## src/rtl/shift_pkg.sv

```systemverilog
// Shared types and sizing for the 8-bit shift-register link receiver.
// Latency: n/a (declarations only).
// Backpressure: n/a.
package shift_pkg;

  // Receiver FSM: no partial word held / 1..WIDTH-1 bits collected.
  typedef enum logic {RX_IDLE, RX_RECV} rx_state_t;

  // Default word width of the link.
  localparam int SHIFT_WIDTH = 8;

endpackage

```

## src/rtl/rx_out_buf.sv

```systemverilog
// One-entry valid/ready holding register for received words, plus sticky overrun flag.
// Latency: a word loaded on an edge is visible (Data_Valid=1) from that edge onwards.
// Backpressure: a load while full and not being consumed is dropped and sets Overrun.
//
// Ports:
//   Clk, Reset_n   - clock, asynchronous active-low reset
//   i_load, i_data - one-cycle strobe and the completed word
//   Data_Ready     - consumer accepts Data_Out when high together with Data_Valid
//   Clear_Overrun  - synchronous clear of Overrun (a same-edge set wins)
//   Data_Out, Data_Valid, Overrun - buffered word, occupancy, sticky drop flag
module rx_out_buf #(
  parameter int WIDTH = 8
) (
  input  logic             Clk,
  input  logic             Reset_n,
  input  logic             i_load,
  input  logic [WIDTH-1:0] i_data,
  input  logic             Data_Ready,
  input  logic             Clear_Overrun,
  output logic [WIDTH-1:0] Data_Out,
  output logic             Data_Valid,
  output logic             Overrun
);

  logic [WIDTH-1:0] r_dat;
  logic             r_vld;
  logic             r_ovr;
  logic             w_accept;
  logic             w_drop;

  // A new word fits when the slot is empty or is being emptied on this edge.
  assign w_accept = i_load && (!r_vld || Data_Ready);
  assign w_drop   = i_load && r_vld && !Data_Ready;

  always_ff @(posedge Clk or negedge Reset_n) begin
    if (!Reset_n) begin
      r_dat <= '0;
      r_vld <= 1'b0;
      r_ovr <= 1'b0;
    end else begin
      if (w_accept) begin
        r_dat <= i_data;
        r_vld <= 1'b1;
      end else if (r_vld && Data_Ready) begin
        r_vld <= 1'b0;
      end

      if (w_drop) begin
        r_ovr <= 1'b1;
      end else if (Clear_Overrun) begin
        r_ovr <= 1'b0;
      end
    end
  end

  assign Data_Out   = r_dat;
  assign Data_Valid = r_vld;
  assign Overrun    = r_ovr;

endmodule

```

## src/rtl/shift_rx_8.sv

```systemverilog
// Serial-to-parallel receiver: assembles framed LSB-first words from strobed serial bits.
// Latency: the edge sampling the final bit loads the output buffer; Data_Valid high next cycle.
// Backpressure: one-entry buffer; a word completing while the buffer is full and not read is dropped (Overrun).
//
// Ports:
//   Clk, Reset_n           - clock, asynchronous active-low reset
//   Shift_In, Shift_En     - serial bit and its strobe
//   Frame_Start            - current strobed bit is bit 0 of a word (restarts any partial word)
//   Data_Ready, Clear_Overrun - consumer handshake and overrun clear
//   Data_Out, Data_Valid, Overrun, Busy - buffered word, occupancy, sticky drop flag, partial word in progress
module shift_rx_8
  import shift_pkg::*;
#(
  parameter int WIDTH = SHIFT_WIDTH
) (
  input  logic             Clk,
  input  logic             Reset_n,
  input  logic             Shift_In,
  input  logic             Shift_En,
  input  logic             Frame_Start,
  input  logic             Data_Ready,
  input  logic             Clear_Overrun,
  output logic [WIDTH-1:0] Data_Out,
  output logic             Data_Valid,
  output logic             Overrun,
  output logic             Busy
);

  localparam int CW = $clog2(WIDTH);
  // Count value held just before the final bit arrives.
  localparam logic [CW-1:0] LAST_CNT = CW'(WIDTH - 1);

  rx_state_t        r_state;
  rx_state_t        w_state_nxt;
  logic [CW-1:0]    r_count;
  logic [CW-1:0]    w_count_nxt;
  logic [WIDTH-1:0] r_shreg;
  logic [WIDTH-1:0] w_shreg_nxt;
  logic [WIDTH-1:0] w_shifted;
  logic             w_load;

  // New bits enter at the MSB, so after WIDTH strobes the first bit sits at bit 0.
  assign w_shifted = {Shift_In, r_shreg[WIDTH-1:1]};

  always_ff @(posedge Clk or negedge Reset_n) begin
    if (!Reset_n) begin
      r_state <= RX_IDLE;
      r_count <= '0;
      r_shreg <= '0;
    end else begin
      r_state <= w_state_nxt;
      r_count <= w_count_nxt;
      r_shreg <= w_shreg_nxt;
    end
  end

  always_comb begin
    w_state_nxt = r_state;
    w_count_nxt = r_count;
    w_shreg_nxt = r_shreg;
    w_load      = 1'b0;
    if (Shift_En) begin
      if (Frame_Start) begin
        // Start (or restart) a word; any partial word is silently discarded.
        // Older bits are shifted past before completion, so only the MSB matters.
        w_shreg_nxt = w_shifted;
        w_count_nxt = CW'(1);
        w_state_nxt = RX_RECV;
      end else if (r_state == RX_RECV) begin
        w_shreg_nxt = w_shifted;
        if (r_count == LAST_CNT) begin
          w_load      = 1'b1;
          w_count_nxt = '0;
          w_state_nxt = RX_IDLE;
        end else begin
          w_count_nxt = r_count + CW'(1);
        end
      end
    end
  end

  assign Busy = (r_state == RX_RECV);

  rx_out_buf #(
    .WIDTH (WIDTH)
  ) u_out_buf (
    .Clk           (Clk),
    .Reset_n       (Reset_n),
    .i_load        (w_load),
    .i_data        (w_shifted),
    .Data_Ready    (Data_Ready),
    .Clear_Overrun (Clear_Overrun),
    .Data_Out      (Data_Out),
    .Data_Valid    (Data_Valid),
    .Overrun       (Overrun)
  );

endmodule

```

## config.mk

```make
export PLATFORM = sky130hd
export DESIGN_NAME = shift_rx_8
export DESIGN_NICKNAME = d
export VERILOG_FILES = /design/src/rtl/shift_pkg.sv /design/src/rtl/rx_out_buf.sv /design/src/rtl/shift_rx_8.sv
export SDC_FILE = /design/constraint.sdc
export NUM_CORES = 1
export LEC_CHECK = 0
export ABC_AREA = 1
export BUFFER_PORTS_ARGS = -buffer_cell sky130_fd_sc_hd__buf_4
export CORE_ASPECT_RATIO = 0.7
export CORE_UTILIZATION = 47
export DETAILED_ROUTE_END_ITERATION = 7
export GPL_ROUTABILITY_DRIVEN = 0
export PLACE_DENSITY = 0.72
export SLEW_MARGIN = 20
export SYNTH_ARGS = -nofsm -noshare
export SYNTH_HDL_FRONTEND = slang
export SYNTH_HIERARCHICAL = 1
export SYNTH_SLANG_ARGS = --single-unit
```

## constraint.sdc

```tcl
create_clock -name Clk -period 1.3 [get_ports Clk]
set_input_delay 0.26 -clock Clk [delete_from_list [all_inputs] [get_ports Clk]]
set_output_delay 0.26 -clock Clk [all_outputs]
set_load 0.01 [all_outputs]
```

# Yosys cells after proc, flatten, opt, wreduce, memory -nomap -nowiden
# Index checks and enable logic that the tools add are counted.
totals:
  wordCells: 35
  reg_bits: 22
  input_bits: 7
  output_inout_bits: 11
op_classes:
  n_mux: 16
  n_reduce_logical: 11
  eq_ne: 1
  add_sub_neg: 1
ops:
  columns: ["op", "n"]
  rows:
  - ["8-bit two-way mux", 2]
  - ["1-bit two-way mux", 11]
  - ["3-bit two-way mux", 3]
  - ["2-bit nonzero test", 3]
  - ["1-bit logical AND", 4]
  - ["3-bit by 1-bit adder with 3-bit output (second input constant)", 1]
  - ["3-bit equality test (second input constant)", 1]
  - ["1-bit zero test", 2]
  - ["2-bit AND reduction", 1]
  - ["1-bit logical OR", 1]

# Logic depth before layout (Yosys ltp)
depth:
  ltp_word: 8
  mapped_depth: 8
  mapped_depth_nobuf: 7

# Hierarchy
# The synthesis kept the hierarchy.
by_module_without_submodules:
  columns: ["module", "cells_each", "seq_area_each_um2", "area_each_um2", "n_inst"]
  rows:
  - ["shift_rx_8", 56, 275.3, 484.2, 1]
  - ["rx_out_buf", 43, 250.2, 474.2, 1]

# Least setup slack after synthesis
# OpenSTA, ideal clock, no wires.
synth_path:
  path_kind: "flip-flop to flip-flop"
  startpoint: "register r_count[0]"
  endpoint: "register u_out_buf.r_ovr, in the netlist u_out_buf/Overrun"
  t_arrival_ps: 1166
  period_less_slack_ps: 1290
  path_buffers: 1
  slack_ps: 10
  required_time_ps: 1176
  path_stages_with_launch: 8
  setup_time_ps: 124
  cell_sequence: "dfrtp_1 ha_1 ha_1 nand2_1 nor2_1 clkbuf_8 inv_1 o22ai_2"
synth_via:
  elab_chain_cells: 8
  elab_cells_between_ends: 9
  classes_between: "eq/ne: 1; mux: 5; reduce/logical: 3"
synth_lines:
  columns: ["element", "line", "source"]
  rows:
  - ["start: declaration", "shift_rx_8.sv:35", "logic [CW-1:0] r_count;"]
  - ["start signal: assignment", "shift_rx_8.sv:52", "r_count <= w_count_nxt;"]
  - ["3-bit equality test (*)", "shift_rx_8.sv:71", "if (r_count == LAST_CNT) begin"]
  - ["1-bit two-way mux (*)", "shift_rx_8.sv:71", null]
  - ["1-bit two-way mux (*)", "shift_rx_8.sv:69", "end else if (r_state == RX_RECV) begin"]
  - ["1-bit two-way mux (*)", "shift_rx_8.sv:63", "if (Frame_Start) begin"]
  - ["1-bit two-way mux (*)", "shift_rx_8.sv:62", "if (Shift_En) begin"]
  - ["via w_load", "shift_rx_8.sv:40", "logic w_load;"]
  - ["1-bit logical AND (*) (2 in series)", "rx_out_buf.sv:33", "assign w_drop = i_load && r_vld && !Data_Ready;"]
  - ["1-bit two-way mux or 2-bit nonzero test (tied branches)", null, null]
  - ["end signal: assignment", "rx_out_buf.sv:39", "r_ovr <= 1'b0;"]
  - ["end signal: assignment", "rx_out_buf.sv:49", "r_ovr <= 1'b1;"]
  - ["end signal: assignment", "rx_out_buf.sv:51", "r_ovr <= 1'b0;"]
  - ["end: declaration", "rx_out_buf.sv:27", "logic r_ovr;"]
# Mark *: on every way through the listed nets, which the timed path passes. The rest lies on a longest branch.
# A chain may end at the register's enable or synchronous reset.

# Worst setup path in the final report
layout_path:
  startpoint: "register r_count[0]"
  endpoint: "register u_out_buf.r_dat[2], in the netlist u_out_buf/Data_Out[2]"
layout_via:
  elab_chain_cells: 6
layout_lines:
  columns: ["element", "line", "source"]
  rows:
  - ["3-bit equality test", "shift_rx_8.sv:71", null]
  - ["1-bit two-way mux", "shift_rx_8.sv:71", null]
  - ["1-bit two-way mux", "shift_rx_8.sv:69", null]
  - ["1-bit two-way mux", "shift_rx_8.sv:63", null]
  - ["1-bit two-way mux", "shift_rx_8.sv:62", null]
  - ["via w_load", "shift_rx_8.sv:40", null]
  - ["1-bit logical AND", "rx_out_buf.sv:32", "assign w_accept = i_load && (!r_vld || Data_Ready);"]
  - ["end signal: assignment", "rx_out_buf.sv:42", "r_dat <= i_data;"]
  - ["end: declaration", "rx_out_buf.sv:25", "logic [WIDTH-1:0] r_dat;"]
# The timed path passes the listed nets, and every way through them passes these cells.

==> results.ini <==
[outcome]
outcome = finished, violations left
failed_checks = negative setup slack

[pwr]
power_density_nw_per_um2 = 1080
vdd.ir_drop.worst_uv = 954
cellLeakagePower_nw = 0.681

[critical_path]
worstSetupStartpointType = flop
timing.critical_path.arrival_ns = 1.56
cp_max_fo = 8
critical_path_required_ns = 1.50
worst-setup-path-type = flop to flop
end_kind = flop

[synthesis]
ys_seq_elements = 21
synthesis.yosys.warnings = 6
synth_ff_type = dfrtp_1
synth_enable_flop_cells = 0
yosysTopAreaCell = dfrtp_1
synth_xor_xnor_area_share = 0
synth_compound_gate_area_share = 0.0131
synthMostInstantiatedCell = nand2_1
synth_top_area_frac = 0.548
combinational_family_with_the_most_area_after_synthesis = simple AND/OR/NAND/NOR gates
count_of_unique_library_cells_instantiated_by_yosys = 12
postSynthCellCount = 99
synth_fp_nets = 108
synth_mux_area_frac = 0
fraction_of_the_yosys_area_taken_by_sequential_cells = 0.548
synth.top_cells.by_area = dfrtp_1, nand2_1, nand3_2
synth-async-reset-ratio = 1.00
synthesis.area_um2 = 958
syn-mean-instance-area_um2 = 9.68
post_synthesis_simple_gate_area_fraction = 0.342
yosys.area_share.adder = 0.0261
synth_commonest_cells = nand2_1, dfrtp_1, nand3_1

[placement]
portBuffers = 17
dpl.hpwl_um = 1260

[sta]
fin_worst_skew_ns = 0.00717
setup_viol = 8
rsz_0062_raised_after_global_routing = true
final.period_utilization = 1.05
relSlewSlack = 0.825
drv_slew = 0
timing_worst_slew_pin_value_ns = 0.262
shortest_clock_period_the_worst_path_allows_after_layout_ns = 1.36
hold_violations = 0
finalWorstSetupSlack_ns = -0.0606
final.setup.tns_ns = -0.331
max_freq_ghz = 0.735

[finish]
num-fill-cells = 146
sequential_cell_area_um2 = 526
drive_gt1_frac = 0.409
area_delta_synth_final_pct = 31.3
antenna_cells = 0
multi_input_area_um2 = 419
finalCoreUtilization = 0.667
num-nets-final = 137

[floorplanning]
core_um2 = 1890
dieWidth_um = 56.0
io_pins = 18
dieArea_um2 = 2230
die_height_um = 39.8
rows = 13
starting_density_of_the_core = 0.508

[grt]
grt.total_usage = 0.193
grt_antenna_before_repair = 0
grt_start_max_net_pins = 22
grt_overflow_total = 0
vias_in_the_first_global_route = 677
grt_pass1_wl_um = 3110

[clocking]
cts_made_buffers = 3
clock_insertion_delay_worst_skew_ns = 0.31
cts_root_buf = clkbuf_4
h-tree-depth = 1
cts.path.max_buffers = 2
cts_tree = built
tritoncts_num_sinks = 21
clkTransAtPathRegs_ns = 0.12

[min_path]
worstHoldPathType = input port to flop

[route]
num_vias = 755
route.final.wire_length_um = 1940
drc_errors = 0
route.detailed.vias_per_inst = 5.07
drt_pass1_iterations = 4
route.antenna.remaining_nets = 0
route.detailed.wl_per_inst_um = 13.0
dr.first_iter.drc_count = 22

[run]
timing.max_cap.violations = 0

routing by layer:
| layer | wire length (um) | vias to the layer above | share of wire | GRT usage |
|---|---|---|---|---|
| met4 | 9 | 0 | 0.0046 | 0.0549 |
| met5 | 0 | - | 0 | 0 |
| li1 | - | 370 | - | - |
| met2 | 879 | 24 | 0.45 | 0.289 |
| met3 | 113 | 2 | 0.058 | 0.0693 |
| met1 | 940 | 359 | 0.48 | 0.263 |
critical path, stage by stage (launching register included):
cell and delay [ns]:
dfrtp_1 0.41, ha_2 0.20, ha_4 0.17, nand2_4 0.07, nor2_4 0.04, buf_12 0.14, buf_6 0.11, nand3_2 0.06
nand2_1 0.06
per-stage QoR:
| stage | instance area, um2 | hold slack (ns) | power [mW] | setup WS, ns | instances |
|---|---|---|---|---|---|
| finish | 1260 | 0.128 | 1.36 | -0.0606 | 149 |
| global route | 1260 | 0.111 | 1.44 | -0.119 | 149 |
| CTS | 1230 | 0.122 | 1.36 | -0.0399 | 149 |
| detailed placement | 1100 | 0.158 | 1.03 | -0.636 | 139 |
| global placement | 1100 | 0.156 | 1.02 | -0.546 | 139 |
| floorplan | 958 | -0.0356 | 0.917 | 0.00989 | 99 |
placed cells by master, fill, tap and decap left out, drive strengths merged:
| cell type | count |
|---|---|
| o22ai | 1 |
| clkbuf | 3 |
| inv | 5 |
| nor2 | 2 |
| dlygate4sd3 | 1 |
| nand3 | 20 |
| ha | 2 |
| dfrtp | 21 |
| clkinv | 1 |
| nand2 | 44 |
| buf | 27 |
registers in the layout (all words and copies together), names as in the netlist:
register	cells
r_count	3
u_out_buf/Data_Valid	1
u_out_buf/Overrun	1
r_shreg	7
Busy	1
u_out_buf/Data_Out	8
timing repair:
item,CTS,global route
setup endpoints to repair,10,14
setup buffers,5,0
resized for setup,10,8
pin swaps,9,2
endpoints found under the hold margin,21,0
hold buffers,1,0
final timing paths:
kind                                              startpoint                                 to  slack, ns  depth (start not counted)
max                                   r_count[0]$_DFFE_PN0P_  u_out_buf/Data_Out[2]$_DFFE_PN0P_      -0.06                          8
min                                            Clear_Overrun      u_out_buf/Overrun$_DFFE_PN0P_       0.13                          2
max reg2reg                           r_count[0]$_DFFE_PN0P_  u_out_buf/Data_Out[2]$_DFFE_PN0P_      -0.06                          8
min reg2reg                u_out_buf/Data_Out[4]$_DFFE_PN0P_  u_out_buf/Data_Out[4]$_DFFE_PN0P_       0.49                          2
max in group asynchronous                            Reset_n   u_out_buf/Data_Valid$_DFFE_PN0P_       0.73                          2
min in group asynchronous                            Reset_n             r_shreg[4]$_DFFE_PN0P_       0.36                          2
cell families after synthesis:
family,Yosys count
AND/OR/NAND/NOR,66
buffers and inverters,9
AO/OA/AOI/OAI,1
flip-flops,21
adder cells (fa/ha/maj),2
report_power, final:
part | leakage [nW] | switching (mW) | total, mW | internal [mW]
Sequential | 0.275 | 0.0689 | 0.802 | 0.733
Combinational | 0.388 | 0.124 | 0.239 | 0.115
Clock | 0.0177 | 0.199 | 0.314 | 0.115
layout make-up:
type                       count  share of cell area
clock buffer                   3              0.0179
clock inverter                 1             0.00398
tap                           22              0.0219
timing repair buffer          28               0.191
inverter                       5              0.0149
multi-input combinational     69               0.333
sequential                    21               0.417
Note: power is estimated with default switching activity, not from simulation.
